## src/rtl/dpll_backtrack_ctrl.sv

```systemverilog
// dpll_backtrack_ctrl: DPLL search sequencer (decide -> BCP -> backtrack) owning the decider stack.
// Ports:
//   clock/reset          single clock, synchronous active-high reset (aborts any solve)
//   start                begins a solve from IDLE
//   dec_*                decision handshake (dec_none wins over dec_valid)
//   bcp_*                propagation launch pulse and done/conflict result
//   stk_*                decider stack push/pop; stk_idx_out valid while stk_pop=1
//   asg_*                assignment write / clear of asg_var
//   undo_pulse/level     trail unwind request to the level being backtracked to
//   depth                current decision level
//   busy/sat/unsat/err   status; sat/unsat/err hold until reset
module dpll_backtrack_ctrl #(
   parameter int MAX_VARS = 16,
   parameter int VAR_BITS = 4
) (
   input  logic                clock,
   input  logic                reset,
   input  logic                start,
   output logic                dec_req,
   input  logic                dec_valid,
   input  logic                dec_none,
   input  logic [VAR_BITS-1:0] dec_var,
   input  logic                dec_pol,
   output logic                bcp_start,
   input  logic                bcp_done,
   input  logic                bcp_conflict,
   output logic                stk_push,
   output logic                stk_pop,
   output logic [VAR_BITS-1:0] stk_idx_in,
   input  logic [VAR_BITS-1:0] stk_idx_out,
   output logic                asg_we,
   output logic                asg_clr,
   output logic [VAR_BITS-1:0] asg_var,
   output logic                asg_val,
   output logic                undo_pulse,
   output logic [VAR_BITS:0]   undo_level,
   output logic [VAR_BITS:0]   depth,
   output logic                busy,
   output logic                sat,
   output logic                unsat,
   output logic                err
);
   localparam int NLVL = 1 << VAR_BITS;
   localparam logic [VAR_BITS:0] MAX_D = MAX_VARS[VAR_BITS:0];

   typedef enum logic [2:0] {S_IDLE, S_PROP, S_DECIDE, S_BT_POP, S_BT_CHK, S_SAT, S_UNSAT} state_t;

   state_t              state_q, state_d;
   logic [VAR_BITS:0]   depth_q, depth_d;
   logic [NLVL-1:0]     pol_q, pol_d, flip_q, flip_d;
   logic [VAR_BITS-1:0] bt_var_q, bt_var_d, lvl;
   logic                bcp_pend_q, bcp_pend_d, err_q, err_d, dec_ok;

   // Level slot addressed by the current depth; only used while depth < MAX_VARS.
   assign lvl    = depth_q[VAR_BITS-1:0];
   // A decision is accepted only if the decider offers one and a free level remains.
   assign dec_ok = dec_valid && !dec_none && depth_q != MAX_D;

   always_ff @(posedge clock) begin
      if (reset) begin
         state_q    <= S_IDLE;
         depth_q    <= '0;
         pol_q      <= '0;
         flip_q     <= '0;
         bt_var_q   <= '0;
         bcp_pend_q <= 1'b0;
         err_q      <= 1'b0;
      end else begin
         state_q    <= state_d;
         depth_q    <= depth_d;
         pol_q      <= pol_d;
         flip_q     <= flip_d;
         bt_var_q   <= bt_var_d;
         bcp_pend_q <= bcp_pend_d;
         err_q      <= err_d;
      end
   end

   always_comb begin
      state_d  = state_q;
      depth_d  = depth_q;
      pol_d    = pol_q;
      flip_d   = flip_q;
      bt_var_d = bt_var_q;
      err_d    = err_q;
      case (state_q)
         S_IDLE:   state_d = start ? S_PROP : S_IDLE;
         S_PROP:   if (bcp_done) state_d = !bcp_conflict ? S_DECIDE : (depth_q == '0) ? S_UNSAT : S_BT_POP;
         S_DECIDE: begin
            if (dec_none) state_d = S_SAT;
            else if (dec_valid && !dec_ok) begin
               err_d   = 1'b1;
               state_d = S_UNSAT;
            end else if (dec_ok) begin
               pol_d[lvl]  = dec_pol;
               flip_d[lvl] = 1'b0;
               depth_d     = depth_q + 1'b1;
               state_d     = S_PROP;
            end
         end
         S_BT_POP: begin
            bt_var_d = stk_idx_out;
            depth_d  = depth_q - 1'b1;
            state_d  = S_BT_CHK;
         end
         S_BT_CHK: begin
            // Exhausted level: keep unwinding; untried level: take the opposite branch.
            if (flip_q[lvl]) state_d = (depth_q == '0) ? S_UNSAT : S_BT_POP;
            else begin
               flip_d[lvl] = 1'b1;
               depth_d     = depth_q + 1'b1;
               state_d     = S_PROP;
            end
         end
         default: state_d = state_q;
      endcase
      // bcp_start fires only on the first cycle of each PROP visit.
      bcp_pend_d = state_d == S_PROP && state_q != S_PROP;
   end

   always_comb begin
      dec_req    = state_q == S_DECIDE;
      bcp_start  = state_q == S_PROP && bcp_pend_q;
      stk_pop    = state_q == S_BT_POP;
      undo_pulse = state_q == S_BT_CHK;
      undo_level = undo_pulse ? depth_q : '0;
      stk_push   = 1'b0;
      stk_idx_in = '0;
      asg_we     = 1'b0;
      asg_clr    = 1'b0;
      asg_var    = '0;
      asg_val    = 1'b0;
      if (state_q == S_DECIDE && dec_ok) begin
         asg_we     = 1'b1;
         asg_var    = dec_var;
         asg_val    = dec_pol;
         stk_push   = 1'b1;
         stk_idx_in = dec_var;
      end
      if (state_q == S_BT_CHK) begin
         asg_var    = bt_var_q;
         asg_clr    = flip_q[lvl];
         asg_we     = !flip_q[lvl];
         asg_val    = !flip_q[lvl] && !pol_q[lvl];
         stk_push   = !flip_q[lvl];
         stk_idx_in = flip_q[lvl] ? '0 : bt_var_q;
      end
      busy  = state_q inside {S_PROP, S_DECIDE, S_BT_POP, S_BT_CHK};
      sat   = state_q == S_SAT;
      unsat = state_q == S_UNSAT;
      err   = err_q;
      depth = depth_q;
   end
endmodule
```

## config.mk

```make
export PLATFORM = sky130hd
export DESIGN_NAME = dpll_backtrack_ctrl
export DESIGN_NICKNAME = d
export VERILOG_FILES = /design/src/rtl/dpll_backtrack_ctrl.sv
export SDC_FILE = /design/constraint.sdc
export NUM_CORES = 1
export LEC_CHECK = 0
export CORE_MARGIN = 8
export CORE_UTILIZATION = 47
export DETAILED_ROUTE_END_ITERATION = 7
export GPL_TIMING_DRIVEN = 0
export PLACE_DENSITY = 0.76
export SYNTH_ARGS = -nofsm -noshare
export SYNTH_HDL_FRONTEND = slang
export SYNTH_SLANG_ARGS = --single-unit
```

## constraint.sdc

```tcl
create_clock -name clock -period 3.6 [get_ports clock]
set_input_delay 1.08 -clock clock [delete_from_list [all_inputs] [get_ports clock]]
set_output_delay 1.08 -clock clock [all_outputs]
set_load 0.05 [all_outputs]
```

Yosys cells after proc, flatten, opt, wreduce, memory -nomap -nowiden --
Cells that the tools add are included.
Storage, ports and cells: logic and storage cells 86, bits of input ports 16, register bits 46, output and inout port bits 30
Operators by class: reductions and logical operators 21, eq/ne operators 13, add/subtract/negate cells 2, bitwise operators 5, muxes and demuxes 36, order comparisons 2
Operators with widths (count):
- 2-to-1 mux 16 bit | 4
- one-hot mux 16 bit (2 select lines) | 1
- 2-to-1 mux 5 bit | 5
- 2-to-1 mux 3 bit | 7
- bitwise AND 16 bit | 1
- bitwise mux 16 bit | 1
- 2-to-1 mux 4 bit | 4
- NOT 16 bit | 1
- bitwise OR 16 bit | 1
- one-hot mux 3 bit (5 select lines) | 1
- one-hot mux 5 bit (3 select lines) | 1
- AND reduction 5 bit | 2
- == test 3 bit (second input constant) | 3
- 2-to-1 mux 1 bit | 9
- binary-select mux 1 bit (select 4 bit) | 2
- logical AND 1 bit | 8
- == test 3 x 1 -> 1 bit (second input constant) | 2
- == test 3 x 2 -> 1 bit (second input constant) | 2
- != test 2 bit (second input constant) | 3
- adder 5 x 1 -> 5 bit (second input constant) | 1
- zero test 5 bit | 1
- less-than comparator 4 x 5 -> 1 bit (second input constant) | 1
- != test 5 bit (second input constant) | 1
- subtractor 5 x 1 -> 5 bit (second input constant) | 1
- other kinds (12) | 16

Longest topological paths before layout --
depth after elaboration 10, depth in mapped cells 9, gate-level depth less buffers 8

Least setup slack after synthesis --
OpenSTA, ideal clock, no wires.
path kind register to output, start point register depth_q[0], in the netlist depth[0], end point output asg_val, buffers on the path 2, data arrival time 3.889 ns, cell stages (with the launch flop) 6, slack -1.369 ns, data required time 2.520 ns, cell sequence dfxtp_1 -> clkbuf_1 -> clkbuf_1 -> mux4_2 -> mux4_2 -> o41ai_1
On the way: longest elaborated chain between the ends 5, elaborated cells on any way between the ends 12, those cells by class 1 x eq/ne; 6 x mux; 5 x reduce/logical
RTL lines:
- from (decl) | line 49 | logic [VAR_BITS:0] depth_q, depth_d;
- from (signal assigned) | line 70 | depth_q <= depth_d;
- binary-select mux 1 bit (select 4 bit) / != test 5 bit (equally long branches) | line 144, 57
- 2-to-1 mux 1 bit (implied by the code) / logical AND 1 bit (equally long branches) | line 144, 57
- zero test 1 bit / logical AND 1 bit (equally long branches) | line 144, 133
- logical AND 1 bit / 2-to-1 mux 1 bit (equally long branches) | line 144, 133
- 2-to-1 mux 1 bit (*) | line 140 | if (state_q == S_BT_CHK) begin
- to (decl) | line 34 | output logic asg_val,
Mark *: on every way between the ends. The rest lies on a longest branch, timed or not. The select of a mux whose other input is x is not followed.

Worst setup path in the final report --
start point register depth_q[1], in the netlist depth[1], end point output asg_val
Same word-level chain as after synthesis.

==> run metrics <==
gr usage total=between 15 and 20%; pwr dens=327 nW/um^2; gpl congestion=around 0.85; number of flops mapped to enable cells by yosys=0; vias per cell=6.00; top sig layer=met4; Chip Width=just under 90 um; CP Data Arrival Time=2560 ps; fin cells=430; number of remaining DRC errors=0; IR drop worst, VDD=0.000172 V; DR iter-0 viols=348; leakage power=approximately 1.3 nW; clock latency at the later pin of the worst-skew pair=approximately 300 ps; ys async rst share=0%; RSZ-0062 raised after global routing=true; Final ANT Viol Nets=0; internal power=0.000767 W; Initial Util=around half; worst r2r src=state_q[2]; Chip Height=~89 um; num ports=46; setup TNS=-48.1 ps; relative slew slack=between 10 and 15%; initial antenna violation count=0; Yosys warning count=0; Clk pwr share=29.6%; outcome=finished with violations; Mapped Area=between 2000 and 3000 sq um; Std-Cell Rows=26; TritonCTS buffer count=5; total wire length=between 7000 and 8000 um; r2r endpoint=depth[4]; CP Launch Point=depth[1]; max-cap violations=0; # fillers=roughly 440; reg2reg setup slack=roughly 750 ps; highest clock rate=roughly 0.27 GHz; Final #Nets=roughly 380; Hold Vio Cnt, Final=0; # diodes=0; Mapped Nets=321; Tcrit/Tclk final=101%; Cells after DPL=415; total number of vias=2578; Register Area=around 930 sq um; min Tclk post-route=about 3600 ps; Slew Limit Fails=0; Worst Reg-to-Reg Cells=9; Congestion Overflow GR=0; CTS tree=done; clk sinks=46; critical path class=register to primary output; Met3 Routed Length=roughly 780 um; Final Setup Violations=2; # H-tree levels=2; Reg power frac=47.8%; Worst Path Max Fanout=6; Seq/Total Area, Yosys=a little over a third; multi-input logic area=~1600 sq um; Core Area=between 5000 and 6000 sq um; clock slew at reported path FFs=approximately 80 ps; required time of the worst setup path=approximately 2500 ps; Netlist cell types=46; Syn Area/Cell=8.39 sq um; port bufs=44; Hold WS=around 480 ps; failing checks=setup timing; Worst setup endpoint=asg_val; first-pass GRT wire length=roughly 12000 um; switch share=around 30%; crit path capture type=primary output; min-delay worst type=register to register; number of synthesized register bits=46; Final WS setup=-37.8 ps; met2 routed WL=about 3700 um; full die area=between 7000 and 8000 sq um; share of layout cells above drive strength 1=a little under a fifth; Layout area overhead=33.3%; largest net degree at the start of global routing=14; P_sw=~0.00034 W; largest buffer count on any clock path=2; post-synthesis cell count=301; wire per inst=18.0 um; ys flop type=dfxtp_1; Max Clock Skew=about 10 ps; DP Wirelength=approximately 5600 um; DR pass1 iterations=5; vias in the first global route=2411; CP Launch Type=register; clk root buf=clkbuf_8; Comb pwr share=a little under a quarter; Worst Tran Pin Value=roughly 1300 ps; M1 WL=between 3000 and 4000 um
area by class of cell:
class	count	area share [%]
multi-input cells	225	47.0
clock buffers	7	2.56
plain buffers	18	3.53
clock inverters	1	0.149
well taps	70	2.60
repair buffers	52	15.3
inverters	11	1.23
flip-flops and latches	46	27.6
layout by cell type (no fill, tap or decap), types with 4 or more instances in the layout:
master / count
dfxtp_1: 44
clkbuf_1: 13
nor2b_1: 4
nor4_1: 4
nor2_1: 37
nor3_1: 9
nand3_1: 8
a211oi_1: 7
mux4_2: 6
buf_6: 7
buf_4: 11
a22o_2: 4
inv_1: 9
clkdlybuf4s50_1: 24
clkbuf_8: 7
dlymetal6s2s_1: 5
a311oi_1: 6
a21oi_1: 36
o21ai_0: 13
mux2i_1: 11
nand2_1: 27
synth_stat cells (all sizes together) (3+ instances only):
cell type | count | area share (%)
a211oi | 8 | 2.4
a21oi | 36 | 7.1
a22o | 8 | 2.8
a311oi | 6 | 2.1
and3 | 3 | 0.74
clkbuf | 17 | 2.5
dfxtp | 46 | 36
ha | 3 | 1.5
inv | 11 | 1.6
mux2 | 6 | 2.7
mux2i | 11 | 4.4
mux4 | 6 | 5.4
nand2 | 28 | 4.2
nand3 | 8 | 1.6
nor2 | 37 | 5.5
nor2b | 5 | 1.2
nor3 | 10 | 2.0
nor4 | 4 | 0.99
o21ai | 13 | 2.6
xnor2 | 3 | 1.0
power groups by stage:
stage,registers (W),clock network (W),logic (W)
after floorplan,0.000542,0,0.000147
after global placement,0.000536,0,0.000227
after detailed placement,0.000536,0,0.000229
after CTS,0.000526,0.000329,0.000244
after global routing,0.000528,0.000352,0.000266
final,0.000527,0.000326,0.000250
timing repair:
action / in CTS / in global routing
resized for setup: 105 / 11
cloned: 0 / 0
pin swaps: 4 / 2
setup buffers: 8 / 0
hold buffers: 0 / 0
endpoints found under the hold margin: 0 / 0
endpoints found under the setup margin: 12 / 15
cell families (layout without fill, tap and decap cells):
group           Yosys count  in the layout  share of synthesized area [%]
compound gates           86             86                           22.7
xor+xnor                  3              3                           1.04
flops                    46             46                           36.5
mux                      23             23                           12.4
fa+ha+maj                 4              4                           2.28
simple gates            109            109                           20.2
buf+inv                  30             89                           4.91
worst max-delay path, stage by stage, from the launching register on:
cell	delay [ps]
dfxtp_4	370
buf_6	130
mux2_4	300
mux4_2	580
nor2b_4	180
buf_4	160
o41ai_4	320
buf_6	210
metrics by stage:
| step | worst slack (ps) | power (W) | utilization (%) | instance area, sq um |
|---|---|---|---|---|
| after floorplan | -47.6 | 0.000689 | - | 2580 |
| after global placement | -1700 | 0.000763 | 60.5 | 3110 |
| after detailed placement | -1710 | 0.000765 | 60.5 | 3110 |
| after CTS | -16.5 | 0.00110 | 64.7 | 3330 |
| after global routing | -72.8 | 0.00115 | 65.5 | 3370 |
| final | -37.8 | 0.00110 | 65.5 | 3370 |
per-layer routing:
layer | GRT usage, % | vias up
li1 | - | 1219
met1 | 24.0 | 1204
met2 | 33.9 | 141
met3 | 4.32 | 14
met4 | 4.53 | 0
met5 | 0 | -
worst min path at each step:
stage,start,end,cells after the start
3_3_place_gp,bt_var_q[3],bt_var_q[3],2
6_report,pol_q[15],pol_q[15],2
4_1_cts,pol_q[7],pol_q[7],2
2_1_floorplan,bt_var_q[1],bt_var_q[1],2
5_1_grt,pol_q[7],pol_q[7],2
3_5_place_dp,pol_q[7],pol_q[7],2
Power figures use the tool's default switching activity.
